--- config.mk ---
export PLATFORM = sky130hd
export DESIGN_NAME = seg7_scan_mux
export DESIGN_NICKNAME = d
export VERILOG_FILES = /design/src/rtl/seg7_pkg.sv /design/src/rtl/seg7_hex_lut.sv /design/src/rtl/seg7_scan_mux.sv
export SDC_FILE = /design/constraint.sdc
export NUM_CORES = 1
export LEC_CHECK = 0
export BUFFER_PORTS_ARGS = -buffer_cell sky130_fd_sc_hd__buf_2
export CAP_MARGIN = 25
export CORE_MARGIN = 4
export CORE_UTILIZATION = 35
export CTS_CLUSTER_SIZE = 25
export DETAILED_ROUTE_END_ITERATION = 10
export MAX_ROUTING_LAYER = met4
export PLACE_DENSITY_LB_ADDON = 0.12
export SYNTH_ARGS = -nofsm -noshare
export SYNTH_HDL_FRONTEND = slang
export SYNTH_HIERARCHICAL = 1
export SYNTH_SLANG_ARGS = --single-unit
--- constraint.sdc ---
create_clock -name clk -period 4.9 [get_ports clk]
set_clock_uncertainty 0.15 [all_clocks]
set_input_delay 0.98 -clock clk [delete_from_list [all_inputs] [get_ports clk]]
set_output_delay 0.98 -clock clk [all_outputs]
set_load 0.05 [all_outputs]
--- src/rtl/seg7_pkg.sv ---
// Shared constants for the 4-digit seven-segment scan multiplexer.
package seg7_pkg;

    localparam int NDIG = 4;

    // Segment patterns, bit order {g,f,e,d,c,b,a}, active high.
    localparam logic [6:0] SEG_0 = 7'h3F;
    localparam logic [6:0] SEG_1 = 7'h06;
    localparam logic [6:0] SEG_2 = 7'h5B;
    localparam logic [6:0] SEG_3 = 7'h4F;
    localparam logic [6:0] SEG_4 = 7'h66;
    localparam logic [6:0] SEG_5 = 7'h6D;
    localparam logic [6:0] SEG_6 = 7'h7D;
    localparam logic [6:0] SEG_7 = 7'h07;
    localparam logic [6:0] SEG_8 = 7'h7F;
    localparam logic [6:0] SEG_9 = 7'h6F;
    localparam logic [6:0] SEG_A = 7'h77;
    localparam logic [6:0] SEG_B = 7'h7C;
    localparam logic [6:0] SEG_C = 7'h39;
    localparam logic [6:0] SEG_D = 7'h5E;
    localparam logic [6:0] SEG_E = 7'h79;
    localparam logic [6:0] SEG_F = 7'h71;
    localparam logic [6:0] SEG_OFF = 7'h00;

endpackage

--- src/rtl/seg7_hex_lut.sv ---
// Combinational hex nibble to seven-segment pattern decoder.
module seg7_hex_lut
    import seg7_pkg::*;
(
    input  logic [3:0] nib_i,
    output logic [6:0] seg_o
);

    // Pure lookup of the glyph for one hex digit.
    always_comb begin
        seg_o = SEG_OFF;
        case (nib_i)
            4'h0: seg_o = SEG_0;
            4'h1: seg_o = SEG_1;
            4'h2: seg_o = SEG_2;
            4'h3: seg_o = SEG_3;
            4'h4: seg_o = SEG_4;
            4'h5: seg_o = SEG_5;
            4'h6: seg_o = SEG_6;
            4'h7: seg_o = SEG_7;
            4'h8: seg_o = SEG_8;
            4'h9: seg_o = SEG_9;
            4'hA: seg_o = SEG_A;
            4'hB: seg_o = SEG_B;
            4'hC: seg_o = SEG_C;
            4'hD: seg_o = SEG_D;
            4'hE: seg_o = SEG_E;
            4'hF: seg_o = SEG_F;
            default: seg_o = SEG_OFF;
        endcase
    end

endmodule

--- src/rtl/seg7_scan_mux.sv ---
// Four-digit multiplexed seven-segment driver with shadowed value update
// at frame boundaries, leading-zero blanking and an anti-ghost gap cycle.
module seg7_scan_mux
    import seg7_pkg::*;
#(
    parameter logic [15:0] SCAN_DIV = 16'd25
) (
    input  logic        clk,
    input  logic        rst_n,
    input  logic        ena,
    input  logic        load,
    input  logic [15:0] value,
    input  logic        blank_lz,
    input  logic [3:0]  dp_mask,
    output logic [6:0]  seg,
    output logic        dp,
    output logic [3:0]  dig_sel,
    output logic        upd
);

    localparam logic [15:0] CNT_MAX = SCAN_DIV - 16'd1;

    logic [15:0] cnt_q, cnt_d;
    logic [1:0]  ptr_q, ptr_d;
    logic [15:0] shadow_q, shadow_d;
    logic [15:0] disp_q, disp_d;
    logic        pending_q, pending_d;
    logic [6:0]  seg_q, seg_d;
    logic        dp_q, dp_d;
    logic [3:0]  dig_sel_q, dig_sel_d;
    logic        upd_q, upd_d;

    logic        tick;
    logic        frame;
    logic [3:0]  cur_nib;
    logic [6:0]  lut_seg;
    logic [3:0]  lead_zero;

    assign tick  = ena && (cnt_q == CNT_MAX);
    assign frame = tick && (ptr_q == 2'd3);

    seg7_hex_lut u_lut (
        .nib_i (cur_nib),
        .seg_o (lut_seg)
    );

    // Select the nibble of the displayed value for the current digit slot.
    always_comb begin
        cur_nib = disp_q[3:0];
        case (ptr_q)
            2'd0: cur_nib = disp_q[3:0];
            2'd1: cur_nib = disp_q[7:4];
            2'd2: cur_nib = disp_q[11:8];
            2'd3: cur_nib = disp_q[15:12];
            default: cur_nib = disp_q[3:0];
        endcase
    end

    // Digit i is a leading zero when it and every digit to its left are zero;
    // digit 0 always shows so that a zero value still reads "0".
    always_comb begin
        lead_zero    = 4'b0000;
        lead_zero[3] = (disp_q[15:12] == 4'h0);
        lead_zero[2] = lead_zero[3] && (disp_q[11:8] == 4'h0);
        lead_zero[1] = lead_zero[2] && (disp_q[7:4] == 4'h0);
    end

    // Next-state: prescaler, digit pointer, shadow/display handoff and outputs.
    always_comb begin
        cnt_d     = cnt_q;
        ptr_d     = ptr_q;
        shadow_d  = shadow_q;
        disp_d    = disp_q;
        pending_d = pending_q;
        seg_d     = SEG_OFF;
        dp_d      = 1'b0;
        dig_sel_d = 4'b0000;
        upd_d     = 1'b0;

        if (ena) begin
            if (tick) begin
                // Gap cycle: outputs stay dark while the pointer moves on.
                cnt_d = 16'd0;
                ptr_d = ptr_q + 2'd1;
            end else begin
                cnt_d     = cnt_q + 16'd1;
                dig_sel_d = 4'b0001 << ptr_q;
                seg_d     = (blank_lz && lead_zero[ptr_q]) ? SEG_OFF : lut_seg;
                dp_d      = dp_mask[ptr_q];
            end

            // Handoff uses the old shadow, so a coincident load waits a frame.
            if (frame && pending_q) begin
                disp_d    = shadow_q;
                pending_d = 1'b0;
                upd_d     = 1'b1;
            end

            if (load) begin
                shadow_d  = value;
                pending_d = 1'b1;
            end
        end
    end

    // State and output registers with synchronous active-low reset.
    always_ff @(posedge clk) begin
        if (!rst_n) begin
            cnt_q     <= 16'd0;
            ptr_q     <= 2'd0;
            shadow_q  <= 16'd0;
            disp_q    <= 16'd0;
            pending_q <= 1'b0;
            seg_q     <= SEG_OFF;
            dp_q      <= 1'b0;
            dig_sel_q <= 4'b0000;
            upd_q     <= 1'b0;
        end else begin
            cnt_q     <= cnt_d;
            ptr_q     <= ptr_d;
            shadow_q  <= shadow_d;
            disp_q    <= disp_d;
            pending_q <= pending_d;
            seg_q     <= seg_d;
            dp_q      <= dp_d;
            dig_sel_q <= dig_sel_d;
            upd_q     <= upd_d;
        end
    end

    assign seg     = seg_q;
    assign dp      = dp_q;
    assign dig_sel = dig_sel_q;
    assign upd     = upd_q;

endmodule

==> impl_metrics.csv <==
group,metric,value,unit
worst_setup_path,critical_path_class,"flop to flop",
power_and_ir_drop,switching_share,23.4,%
sta,rsz0062_at_grt,"false",
routing,routedWlPerCell,13.9,um
global_route,grt_pass1_vias,2231,
finish,multi_input_area,1560,um^2
worst_setup_path,cp_max_fo,8,
power_and_ir_drop,vdd.ir_drop.worst,0.000102,V
clocking,cts_buffers,9,
place,hpwl,4460,um
floorplanning,core.rowCount,33,
worst_setup_path,max_stage_delay,0.51,ns
sta,max_slew_margin,44.4,%
floorplanning,dieHeight,101,um
synth,yosysMostFrequentCell,"dfxtp_1",
synth,synth_fp_nets,372,
power_and_ir_drop,power_frac_clock,42.7,%
finish,seqCellArea,1280,um^2
routing,first_pass_iters,5,
synth,ys_ff_latch,64,
routing,via_per_inst,4.95,
place,io_buffers,37,
synth,ys.flop_type,"dfxtp_1",
sta,hold_viol_final,0,
global_route,grt_max_degree,41,
worst_setup_path,cp-startpoint,"ptr_q[0]",
worst_setup_path,cp_data_required_time,4.95,ns
routing,drtIter0Drc,116,
hold_path,hold_class,"flop to flop",
finish,final_util,41.0,%
worst_setup_path,cp_top_family,"multiplexers",
outcome,status,"complete, no violations",
power_and_ir_drop,seqPwrFrac,51.6,%
clocking,cts_resized,0,
sta,post-route-min-period,2.98,ns
power_and_ir_drop,combPwrFrac,5.7,%
worst_setup_path,r2r_start,"ptr_q[0]",
power_and_ir_drop,leakage,1.27,nW
run,maxCapViolations,0,
clocking,cts_tree,"done",
finish,syn_to_final_growth,12.7,%
finish,nets,401,
worst_setup_path,cpMostUsedCell,"inv_1",
synth,yosysUniqueCellTypes,46,
clocking,cts.sinks,64,
synth,yosys_warnings,6,
synth,synth_edf_count,0,
worst_setup_path,crit_chain,"inv_1, ha_1, a222oi_1, mux2i_1, inv_1, ha_1, inv_1, mux4_1, nor3b_1",
global_route,grt_pass1_wl,10900,um
synth,synth_commonest_cells,"64 x dfxtp_1, 45 x nand2_1, 25 x a21boi_0",
finish,antenna_cells,0,
worst_setup_path,worstRegToRegCells,9,
clocking,postCtsSetupBuffers,0,
clocking,path_clk_slew,0.07,ns
floorplanning,core_area,8340,um^2
routing,drc_errors,0,
worst_setup_path,cp-endpoint,"seg[3]",
worst_setup_path,critPathCaptureType,"flop",
floorplanning,pin_count,38,
synth,synth.area.top_cells,"dfxtp_1 42%, a21boi_0 6.2%, nand2_1 5.6%, ha_1 5.4%, nand3_1 3.5%",
synth,ys_async_sr_fraction,0,%
sta,worst_pin_slew,0.810,ns
global_route,grtUsageTotal,14.0,%
power_and_ir_drop,powerDensity,304,nW/um^2
worst_setup_path,ff2ff_setup_slack,1.92,ns
routing,ant_nets,0,
routing,wl,6560,um
synth,ys_seq_area_share,42.2,%
synth,yosys.area.top_type,"dfxtp_1",
synth,synth_area,3030,um^2
sta,final.setup.tns,0,ns
finish,nFillCells,875,
floorplanning,die_w,101,um
global_route,antenna_found_initial,0,
place,gp_congestion,0.780,
worst_setup_path,cp.depth,9,
floorplanning,initial_core_util,36.4,%
synth,avgSynthCellArea,9.08,um^2
global_route,grt_overflow,0,
routing,num_vias,2337,
sta,setup_viol,0,
clocking,htreeDepth,3,
clocking,clkLatencyLatePin,0.34,ns
sta,holdWs,0.318,ns
synth,syn_inst,334,
sta,fin_crit_sh,60.7,%
clocking,postCtsHoldBufs,0,
synth,synth.top_cell.area_share,42.2,%
worst_setup_path,cp_num_buf_inv,3,
worst_setup_path,r2r_end,"seg[3]",
power_and_ir_drop,switchingPower,243,uW
sta,maxSlewViolCount,0,
worst_setup_path,crit_slowest_cell,"dfxtp_1",
floorplanning,fp.dieArea,10200,um^2
clocking,clockBufferDepth,2,
worst_setup_path,crit_arrival,3.03,ns
worst_setup_path,cp-start-kind,"flop",
power_and_ir_drop,cell_internal_pwr,797,uW
finish,layout-drive-gt1-share,17.4,%
sta,fmax,336,MHz
clocking,root_buffer,"clkbuf_8",
area by class of cell:
type | instances | area share [%]
multi-input cells | 233 | 45.7
flip-flops and latches | 64 | 37.5
repair buffers | 38 | 5.64
clock buffers | 11 | 4.14
well taps | 105 | 3.84
inverters | 17 | 1.87
clock inverters | 4 | 1.32
power groups by stage:
stage / registers, mW / logic (mW) / clock network (mW)
after global placement: 0.549 / 0.0593 / 0
after global routing: 0.538 / 0.0656 / 0.479
final: 0.537 / 0.0591 / 0.444
after floorplan: 0.560 / 0.0281 / 0
after CTS: 0.537 / 0.0602 / 0.458
after detailed placement: 0.549 / 0.0599 / 0
cell usage in the layout (no fill, tap or decap), drive strengths merged, types with 3 or more instances in the layout:
cell    count
xor2        4
nand2      46
mux2        4
clkinv      3
o21ai      19
dfxtp      64
a21boi     35
mux2i       6
a222oi      4
clkbuf     11
buf        38
nand4       6
and2        3
ha         13
nor3b       7
nor2       17
nand3      21
nor4       10
nor3        9
xnor2      11
nor2b       3
inv        17
cells by family (layout without fill, tap and decap cells):
kind of cell | Yosys count | in the layout | share of synthesized area, %
and+or+nand+nor | 127 | 127 | 21.5
AOI/OAI and AO/OA | 66 | 66 | 15.1
buffers and inverters | 37 | 70 | 6.23
xor gates and xnor gates | 15 | 15 | 4.33
muxes | 12 | 12 | 5.20
adders and majority gates | 13 | 13 | 5.36
DFF | 64 | 64 | 42.2
metrics by stage:
| step | power, mW | worst slack [ns] | instance area, um^2 | std cells |
|---|---|---|---|---|
| after floorplan | 0.588 | 2.32 | 3030 | 334 |
| after global placement | 0.608 | 1.86 | 3220 | 456 |
| after detailed placement | 0.609 | 1.81 | 3220 | 456 |
| after CTS | 1.06 | 1.88 | 3410 | 471 |
| after global routing | 1.08 | 1.68 | 3420 | 472 |
| final | 1.04 | 1.92 | 3420 | 472 |
tightest hold or removal path, delay by kind of cell, from the launching register on:
kind,cells,cell delay (ns)
AND/OR/NAND/NOR,1,0.05
AO/OA/AOI/OAI,1,0.06
flip-flops,1,0.31
state kept, by name, indices dropped and copies added, names as in the netlist:
signal and cells:
cnt_q 16, dig_sel 4, disp_q 16, dp 1, pending_q 1, ptr_q 2
seg 7, shadow_q 16, upd 1
worst min path at each step:
stage	endpoint	slack (ns)	from	cells past startpoint
after floorplan	disp_q[0]	0.29	shadow_q[0]	2
after global placement	shadow_q[6]	0.31	shadow_q[6]	2
after detailed placement	shadow_q[3]	0.31	shadow_q[3]	2
after CTS	shadow_q[3]	0.32	shadow_q[3]	2
after global routing	shadow_q[0]	0.35	shadow_q[0]	2
final	shadow_q[3]	0.32	shadow_q[3]	2
per-layer routing:
metal / share of wire (%) / GRT usage, % / wire [um] / vias up
met3: 6.1 / 4.91 / 399 / 8
met1: 53 / 19.4 / 3460 / 1056
met5: 0 / - / 0 / -
li1: - / - / - / 1211
met4: 1.1 / 4.29 / 69 / 0
met2: 40 / 18.9 / 2630 / 62
(Power assumes the default switching activity.)
